[config.mk]
export PLATFORM = sky130hd
export DESIGN_NAME = mem_resp8_flat
export DESIGN_NICKNAME = d
export VERILOG_FILES = /design/src/rtl/mem_resp8_if.sv /design/src/rtl/mem_resp8.sv /design/src/flat_wrapper.sv
export SDC_FILE = /design/constraint.sdc
export NUM_CORES = 1
export LEC_CHECK = 0
export CAP_MARGIN = 20
export CORE_ASPECT_RATIO = 0.8
export CORE_MARGIN = 5
export CORE_UTILIZATION = 47
export DETAILED_ROUTE_END_ITERATION = 16
export GPL_TIMING_DRIVEN = 0
export PLACE_DENSITY = 0.79
export SYNTH_ARGS = -nofsm -noshare
export SYNTH_HDL_FRONTEND = slang
export SYNTH_SLANG_ARGS = --single-unit
[constraint.sdc]
create_clock -name clk -period 2.65 [get_ports clk]
set_clock_uncertainty 0.05 [all_clocks]
set_input_delay 0.3975 -clock clk [delete_from_list [all_inputs] [get_ports clk]]
set_output_delay 0.3975 -clock clk [all_outputs]
set_load 0.01 [all_outputs]
[src/rtl/mem_resp8_if.sv]
// Request/response bus between the pipeline memory stage and mem_resp8,
// plus the 8-bit external SRAM-style bus driven by the responder.
interface mem_resp8_if;
    logic [15:0] mem_addr_i;
    logic        mem_re_i;
    logic        mem_we_i;
    logic        mem_word_i;
    logic [15:0] mem_data_i;
    logic [15:0] mem_data_o;
    logic        mem_ready_o;
    logic [15:0] ext_addr_o;
    logic [7:0]  ext_data_o;
    logic [7:0]  ext_data_i;
    logic        ext_oe_o;
    logic        ext_we_o;

    // Responder side (the design itself).
    modport slave (
        input  mem_addr_i, mem_re_i, mem_we_i, mem_word_i, mem_data_i, ext_data_i,
        output mem_data_o, mem_ready_o, ext_addr_o, ext_data_o, ext_oe_o, ext_we_o
    );

    // Requester and external memory side.
    modport master (
        output mem_addr_i, mem_re_i, mem_we_i, mem_word_i, mem_data_i, ext_data_i,
        input  mem_data_o, mem_ready_o, ext_addr_o, ext_data_o, ext_oe_o, ext_we_o
    );
endinterface

[src/rtl/mem_resp8.sv]
// Memory responder: turns 16-bit byte/word requests into one or two big-endian
// 8-bit external bus phases with WAIT_STATES extra cycles per phase.
module mem_resp8 #(
    parameter int WAIT_STATES = 1
) (
    input  logic        clk,
    input  logic        rst_n,
    mem_resp8_if.slave  bus
);
    typedef enum logic [1:0] {IDLE, BYTE0, BYTE1, DONE} state_t;

    localparam logic [3:0] WAIT_RELOAD = 4'(WAIT_STATES);

    state_t      state_q,    state_d;
    logic [3:0]  wait_q,     wait_d;
    logic        is_word_q,  is_word_d;
    logic        is_write_q, is_write_d;
    logic [7:0]  wlo_q,      wlo_d;
    logic [7:0]  rhi_q,      rhi_d;
    logic [15:0] mem_data_q, mem_data_d;
    logic        ready_q,    ready_d;
    logic [15:0] ext_addr_q, ext_addr_d;
    logic [7:0]  ext_data_q, ext_data_d;
    logic        ext_oe_q,   ext_oe_d;
    logic        ext_we_q,   ext_we_d;

    // NOTE: every _d gets its hold value first, so no path can infer a latch.
    always_comb begin
        state_d    = state_q;
        wait_d     = wait_q;
        is_word_d  = is_word_q;
        is_write_d = is_write_q;
        wlo_d      = wlo_q;
        rhi_d      = rhi_q;
        mem_data_d = mem_data_q;
        ready_d    = 1'b0;
        ext_addr_d = ext_addr_q;
        ext_data_d = ext_data_q;
        ext_oe_d   = ext_oe_q;
        ext_we_d   = ext_we_q;

        unique case (state_q)
            IDLE: begin
                if (bus.mem_we_i || bus.mem_re_i) begin
                    // A simultaneous read and write request is treated as a write.
                    is_write_d = bus.mem_we_i;
                    is_word_d  = bus.mem_word_i;
                    wlo_d      = bus.mem_data_i[7:0];
                    ext_addr_d = bus.mem_word_i ? {bus.mem_addr_i[15:1], 1'b0} : bus.mem_addr_i;
                    ext_data_d = bus.mem_word_i ? bus.mem_data_i[15:8] : bus.mem_data_i[7:0];
                    ext_we_d   = bus.mem_we_i;
                    ext_oe_d   = !bus.mem_we_i;
                    wait_d     = WAIT_RELOAD;
                    state_d    = BYTE0;
                end
            end
            BYTE0: begin
                if (wait_q != 4'd0) begin
                    wait_d = wait_q - 4'd1;
                end else if (is_word_q) begin
                    rhi_d      = bus.ext_data_i;
                    ext_addr_d = {ext_addr_q[15:1], 1'b1};
                    ext_data_d = wlo_q;
                    wait_d     = WAIT_RELOAD;
                    state_d    = BYTE1;
                end else begin
                    if (!is_write_q) begin
                        // Byte reads land in their big-endian lane.
                        mem_data_d = ext_addr_q[0] ? {8'h00, bus.ext_data_i}
                                                   : {bus.ext_data_i, 8'h00};
                    end
                    ext_oe_d = 1'b0;
                    ext_we_d = 1'b0;
                    ready_d  = 1'b1;
                    state_d  = DONE;
                end
            end
            BYTE1: begin
                if (wait_q != 4'd0) begin
                    wait_d = wait_q - 4'd1;
                end else begin
                    if (!is_write_q) begin
                        mem_data_d = {rhi_q, bus.ext_data_i};
                    end
                    ext_oe_d = 1'b0;
                    ext_we_d = 1'b0;
                    ready_d  = 1'b1;
                    state_d  = DONE;
                end
            end
            DONE: begin
                state_d = IDLE;
            end
            default: begin
                state_d = IDLE;
            end
        endcase
    end

    // NOTE: sequential state uses non-blocking assignments so all flops update together.
    always_ff @(posedge clk or negedge rst_n) begin
        if (!rst_n) begin
            state_q    <= IDLE;
            wait_q     <= 4'd0;
            is_word_q  <= 1'b0;
            is_write_q <= 1'b0;
            wlo_q      <= 8'h00;
            rhi_q      <= 8'h00;
            mem_data_q <= 16'h0000;
            ready_q    <= 1'b0;
            ext_addr_q <= 16'h0000;
            ext_data_q <= 8'h00;
            ext_oe_q   <= 1'b0;
            ext_we_q   <= 1'b0;
        end else begin
            state_q    <= state_d;
            wait_q     <= wait_d;
            is_word_q  <= is_word_d;
            is_write_q <= is_write_d;
            wlo_q      <= wlo_d;
            rhi_q      <= rhi_d;
            mem_data_q <= mem_data_d;
            ready_q    <= ready_d;
            ext_addr_q <= ext_addr_d;
            ext_data_q <= ext_data_d;
            ext_oe_q   <= ext_oe_d;
            ext_we_q   <= ext_we_d;
        end
    end

    assign bus.mem_data_o  = mem_data_q;
    assign bus.mem_ready_o = ready_q;
    assign bus.ext_addr_o  = ext_addr_q;
    assign bus.ext_data_o  = ext_data_q;
    assign bus.ext_oe_o    = ext_oe_q;
    assign bus.ext_we_o    = ext_we_q;
endmodule
[src/flat_wrapper.sv]
// flat-port wrapper written by rule: the top's interface ports become plain ports
module mem_resp8_flat 
#(
    parameter int WAIT_STATES = 1
)
  (clk, rst_n, bus_mem_addr_i, bus_mem_re_i, bus_mem_we_i, bus_mem_word_i, bus_mem_data_i, bus_ext_data_i, bus_mem_data_o, bus_mem_ready_o, bus_ext_addr_o, bus_ext_data_o, bus_ext_oe_o, bus_ext_we_o);
  mem_resp8_if bus_i ();
  input  logic clk;
  input  logic rst_n;
  input wire logic [$bits(bus_i.mem_addr_i)-1:0] bus_mem_addr_i;
  input wire logic [$bits(bus_i.mem_re_i)-1:0] bus_mem_re_i;
  input wire logic [$bits(bus_i.mem_we_i)-1:0] bus_mem_we_i;
  input wire logic [$bits(bus_i.mem_word_i)-1:0] bus_mem_word_i;
  input wire logic [$bits(bus_i.mem_data_i)-1:0] bus_mem_data_i;
  input wire logic [$bits(bus_i.ext_data_i)-1:0] bus_ext_data_i;
  output wire logic [$bits(bus_i.mem_data_o)-1:0] bus_mem_data_o;
  output wire logic [$bits(bus_i.mem_ready_o)-1:0] bus_mem_ready_o;
  output wire logic [$bits(bus_i.ext_addr_o)-1:0] bus_ext_addr_o;
  output wire logic [$bits(bus_i.ext_data_o)-1:0] bus_ext_data_o;
  output wire logic [$bits(bus_i.ext_oe_o)-1:0] bus_ext_oe_o;
  output wire logic [$bits(bus_i.ext_we_o)-1:0] bus_ext_we_o;
  assign bus_i.mem_addr_i = bus_mem_addr_i;
  assign bus_i.mem_re_i = bus_mem_re_i;
  assign bus_i.mem_we_i = bus_mem_we_i;
  assign bus_i.mem_word_i = bus_mem_word_i;
  assign bus_i.mem_data_i = bus_mem_data_i;
  assign bus_i.ext_data_i = bus_ext_data_i;
  assign bus_mem_data_o = bus_i.mem_data_o;
  assign bus_mem_ready_o = bus_i.mem_ready_o;
  assign bus_ext_addr_o = bus_i.ext_addr_o;
  assign bus_ext_data_o = bus_i.ext_data_o;
  assign bus_ext_oe_o = bus_i.ext_oe_o;
  assign bus_ext_we_o = bus_i.ext_we_o;
  mem_resp8 #(.WAIT_STATES(WAIT_STATES)) u_core (.clk(clk), .rst_n(rst_n), .bus(bus_i));
endmodule
==> impl_metrics.xml <==
<?xml version="1.0" encoding="UTF-8"?>
<metrics>
  <group name="timing">
    <metric name="final-hold-violation-count" unit="">0</metric>
    <metric name="worst_pin_slew" unit="ns">0.845</metric>
    <metric name="final_total_negative_setup_slack" unit="ns">0</metric>
    <metric name="slew_headroom" unit="%">43.7</metric>
    <metric name="worst_slack" unit="ns">0.221</metric>
    <metric name="unrepaired_setup_endpoints_after_global_routing" unit="">no</metric>
    <metric name="period_minus_slack" unit="ns">2.43</metric>
    <metric name="final-max-slew-violation-count" unit="">0</metric>
    <metric name="timing.final.setup_violations" unit="">0</metric>
    <metric name="achievable-frequency" unit="MHz">412</metric>
    <metric name="layout_worst_path_cycle_share" unit="%">91.7</metric>
  </group>
  <group name="power">
    <metric name="power_frac_comb" unit="%">47.7</metric>
    <metric name="ir_drop" unit="mV">0.707</metric>
    <metric name="finalPower" unit="mW">5.32</metric>
    <metric name="total_switching_power" unit="mW">1.89</metric>
    <metric name="cellLeakagePower" unit="nW">1.86</metric>
    <metric name="p_sw_share" unit="%">35.6</metric>
    <metric name="internal_power" unit="mW">3.43</metric>
    <metric name="seq_power_share" unit="%">34.3</metric>
    <metric name="cellPowerDensity" unit="nW/um^2">1260</metric>
    <metric name="share_of_total_power_in_the_clock_network" unit="%">18.0</metric>
  </group>
  <group name="global_routing">
    <metric name="first_global_vias" unit="">2401</metric>
    <metric name="global_route_wire_length_before_repair" unit="microns">11600</metric>
    <metric name="initial_antenna_violation_count" unit="">0</metric>
    <metric name="gr-usage-all-layers" unit="%">18.6</metric>
    <metric name="overflow" unit="">0</metric>
    <metric name="grt_start_max_net_pins" unit="">68</metric>
  </group>
  <group name="critical_path">
    <metric name="worst-path-max-fanout" unit="">10</metric>
    <metric name="category_of_the_worst_setup_path_capture_point" unit="">flip-flop</metric>
    <metric name="max_incr_delay_on_cp" unit="ns">0.48</metric>
    <metric name="critPathKind" unit="">reg -&gt; reg</metric>
    <metric name="critical_path_buf_inv_count" unit="">2</metric>
    <metric name="critPathRequiredTime" unit="ns">2.84</metric>
    <metric name="critical-path-slowest-cell" unit="">sky130_fd_sc_hd__nor2_1</metric>
    <metric name="critical_path_arrival" unit="ns">2.62</metric>
    <metric name="critPathTopFamily" unit="">buffers and inverters</metric>
    <metric name="critical_path_source_type" unit="">flip-flop</metric>
    <metric name="cells_along_the_critical_path" unit="">inv_1 &gt; ha_1 &gt; o21ai_0 &gt; nor2_1 &gt; buf_2 &gt; mux2_2</metric>
  </group>
  <group name="cts">
    <metric name="cts-buffers-inserted" unit="">9</metric>
    <metric name="cts.reportedPaths.clkPinSlew" unit="ns">0.08</metric>
    <metric name="cts_setup_buffers" unit="">0</metric>
    <metric name="tritoncts_clock_tree" unit="">done</metric>
    <metric name="clock_tree.root_cell" unit="">sky130_fd_sc_hd__clkbuf_8</metric>
    <metric name="cts_max_path_buffers" unit="">2</metric>
    <metric name="postCtsHoldBufs" unit="">0</metric>
    <metric name="numClockSinks" unit="">67</metric>
    <metric name="post_cts_resize_count" unit="">0</metric>
    <metric name="h-tree-depth" unit="">3</metric>
    <metric name="worst_skew_pair.late_latency" unit="ns">0.35</metric>
  </group>
  <group name="drt">
    <metric name="drt.antenna.violating_nets" unit="">0</metric>
    <metric name="viasPerCell" unit="">5.23</metric>
    <metric name="drc_errors" unit="">0</metric>
    <metric name="vias" unit="">2331</metric>
    <metric name="dr.pass1.iters" unit="">5</metric>
    <metric name="drt-wirelength-per-cell" unit="microns">15.8</metric>
    <metric name="drt-initial-drc-count" unit="">46</metric>
    <metric name="wl" unit="microns">7050</metric>
  </group>
  <group name="logic_synthesis">
    <metric name="synth_area_leaders" unit="">sky130_fd_sc_hd__dfrtp_1, sky130_fd_sc_hd__mux2_2, sky130_fd_sc_hd__nand2_1</metric>
    <metric name="synth.yosys.seq_area_share" unit="%">55.1</metric>
    <metric name="synth_top_area_share" unit="%">55.1</metric>
    <metric name="synth_seq_cells" unit="">67</metric>
    <metric name="synth_nets" unit="">311</metric>
    <metric name="synthesis.area" unit="sq um">3040</metric>
    <metric name="avgSynthCellArea" unit="sq um">11.7</metric>
    <metric name="yosys.area.top_type" unit="">sky130_fd_sc_hd__dfrtp_1</metric>
    <metric name="syn-instance-count" unit="">260</metric>
    <metric name="ys_types" unit="">35</metric>
    <metric name="ys.warnings.count" unit="">0</metric>
  </group>
  <group name="layout">
    <metric name="most-common-layout-cells" unit="">sky130_fd_sc_hd__clkdlybuf4s50_1, sky130_fd_sc_hd__dfrtp_1, sky130_fd_sc_hd__mux2_2, sky130_fd_sc_hd__nand2_1, sky130_fd_sc_hd__nor2_1</metric>
    <metric name="area_delta_synth_final" unit="%">39.0</metric>
    <metric name="n_antenna_cell" unit="">0</metric>
    <metric name="number_of_cells_in_the_finished_layout_apart_from_fillers" unit="">446</metric>
    <metric name="post_route_cells_drive_above_1_share" unit="%">19.9</metric>
    <metric name="nFillCells" unit="">485</metric>
    <metric name="mostFrequentLayoutCell" unit="">sky130_fd_sc_hd__clkdlybuf4s50_1</metric>
    <metric name="finish.utilization" unit="%">66.6</metric>
    <metric name="finish.net_count" unit="">408</metric>
  </group>
  <group name="die">
    <metric name="core_area" unit="sq um">6340</metric>
    <metric name="std_cell_rows" unit="">26</metric>
    <metric name="die_area" unit="sq um">8190</metric>
    <metric name="start_util" unit="%">47.9</metric>
    <metric name="top_level_ports" unit="">88</metric>
    <metric name="die_h" unit="microns">82.0</metric>
    <metric name="die_w" unit="microns">99.9</metric>
  </group>
  <group name="flow_run">
    <metric name="max-cap-violations" unit="">0</metric>
  </group>
  <group name="placement">
    <metric name="place_worst_setup_slack" unit="ns">0.125</metric>
    <metric name="dp.cells" unit="">430</metric>
    <metric name="place_hpwl" unit="microns">5040</metric>
    <metric name="gp_congestion" unit="">0.910</metric>
    <metric name="numPortBuffers" unit="">86</metric>
  </group>
  <group name="run_status">
    <metric name="outcome" unit="">finished, final reports clean</metric>
  </group>
  <group name="hold_path">
    <metric name="hold_path.class" unit="">in -&gt; async</metric>
  </group>
</metrics>
## worst register-to-register path, stage by stage, from the launching register on
cell                      delay, ns
sky130_fd_sc_hd__dfrtp_1       0.42
sky130_fd_sc_hd__inv_1         0.14
sky130_fd_sc_hd__ha_1          0.29
sky130_fd_sc_hd__o21ai_0       0.23
sky130_fd_sc_hd__nor2_1        0.48
sky130_fd_sc_hd__buf_2         0.35
sky130_fd_sc_hd__mux2_2        0.37
## worst paths after layout
| kind | from | to | slack, ns | cells after the start |
|---|---|---|---|---|
| max | u_core.state_q[0]$_DFFE_PN0P_ | u_core.bus.ext_addr_o[1]$_DFFE_PN0P_ | 0.22 | 6 |
| min | rst_n | u_core.state_q[0]$_DFFE_PN0P_ | 0.08 | 1 |
| max reg2reg | u_core.state_q[0]$_DFFE_PN0P_ | u_core.bus.ext_addr_o[1]$_DFFE_PN0P_ | 0.22 | 6 |
| min reg2reg | u_core.bus.mem_data_o[0]$_DFFE_PN0P_ | u_core.bus.mem_data_o[0]$_DFFE_PN0P_ | 0.42 | 2 |
| max in group asynchronous | rst_n | u_core.bus.ext_data_o[0]$_DFFE_PN0P_ | 1.89 | 1 |
| min in group clk | u_core.bus.mem_data_o[0]$_DFFE_PN0P_ | u_core.bus.mem_data_o[0]$_DFFE_PN0P_ | 0.42 | 2 |
## cells in the mapped netlist, drive strengths merged
cell type and number:
inv 7, nor2 23, nor4b 2, ha 6, nand2 33, mux2 42
or3b 1, o21ai 17, o2bb2ai 1, buf 4, nor3 2, or4b 1
nor2b 3, a22oi 1, o211ai 1, mux2i 11, dfrtp 67, nand3 10
nand4 1, a21oi 4, nor3b 3, or2 1, nor4 1, a221oi 7
clkbuf 8, nand3b 1, o311ai 2
## power by group through the flow
| stage | registers [mW] | logic, mW | clock network [mW] |
|---|---|---|---|
| floorplan | 1.94 | 1.35 | 0 |
| CTS | 1.82 | 2.56 | 0.978 |
| global route | 1.90 | 2.78 | 1.03 |
| global placement | 1.81 | 2.49 | 0 |
| detailed placement | 1.84 | 2.55 | 0 |
| finish | 1.83 | 2.54 | 0.956 |
## sequential cells by signal, summed over array words and instances (netlist names)
register,count
u_core.bus.ext_addr_o,16
u_core.bus.ext_data_o,8
u_core.bus.ext_oe_o,1
u_core.bus.ext_we_o,1
u_core.bus.mem_data_o,16
u_core.bus.mem_ready_o,1
u_core.is_word_q,1
u_core.is_write_q,1
u_core.rhi_q,8
u_core.state_q,2
u_core.wait_q,4
u_core.wlo_q,8
## metal layers
metal	part of all wire (%)	GRT usage (%)
met1	42	22.8
met2	47	29.1
met3	9.4	8.83
met4	1.4	6.00
met5	0	0
## final cells by class
class	instances	area (sq um)	share of cell area, %
clock inverter	7	98.8	2.34
inverter	7	26.3	0.621
sequential	67	1680	39.7
buffer	12	71.3	1.69
multi-input combinational	174	1270	30.0
clock buffer	9	124	2.93
timing repair buffer	86	858	20.3
tap	84	105	2.49
## metrics by stage
step / cell area (sq um) / hold slack [ns]
2_1_floorplan: 3040 / 0.0519
3_3_place_gp: 4010 / 0.400
3_5_place_dp: 4010 / 0.406
4_1_cts: 4230 / 0.121
5_1_grt: 4230 / 0.166
6_report: 4230 / 0.0833
## kinds of logic (layout without fill, tap and decap cells)
kind of cell / count (synthesis) / after routing / share of synthesized area (%)
AOI/OAI and AO/OA: 33 / 33 / 7.08
DFF: 67 / 67 / 55.1
and+or+nand+nor: 82 / 82 / 13.0
adders and majority gates: 6 / 6 / 2.47
buffers and inverters: 19 / 121 / 3.21
muxes: 53 / 53 / 19.2
Note: power is estimated with default switching activity, not from simulation.
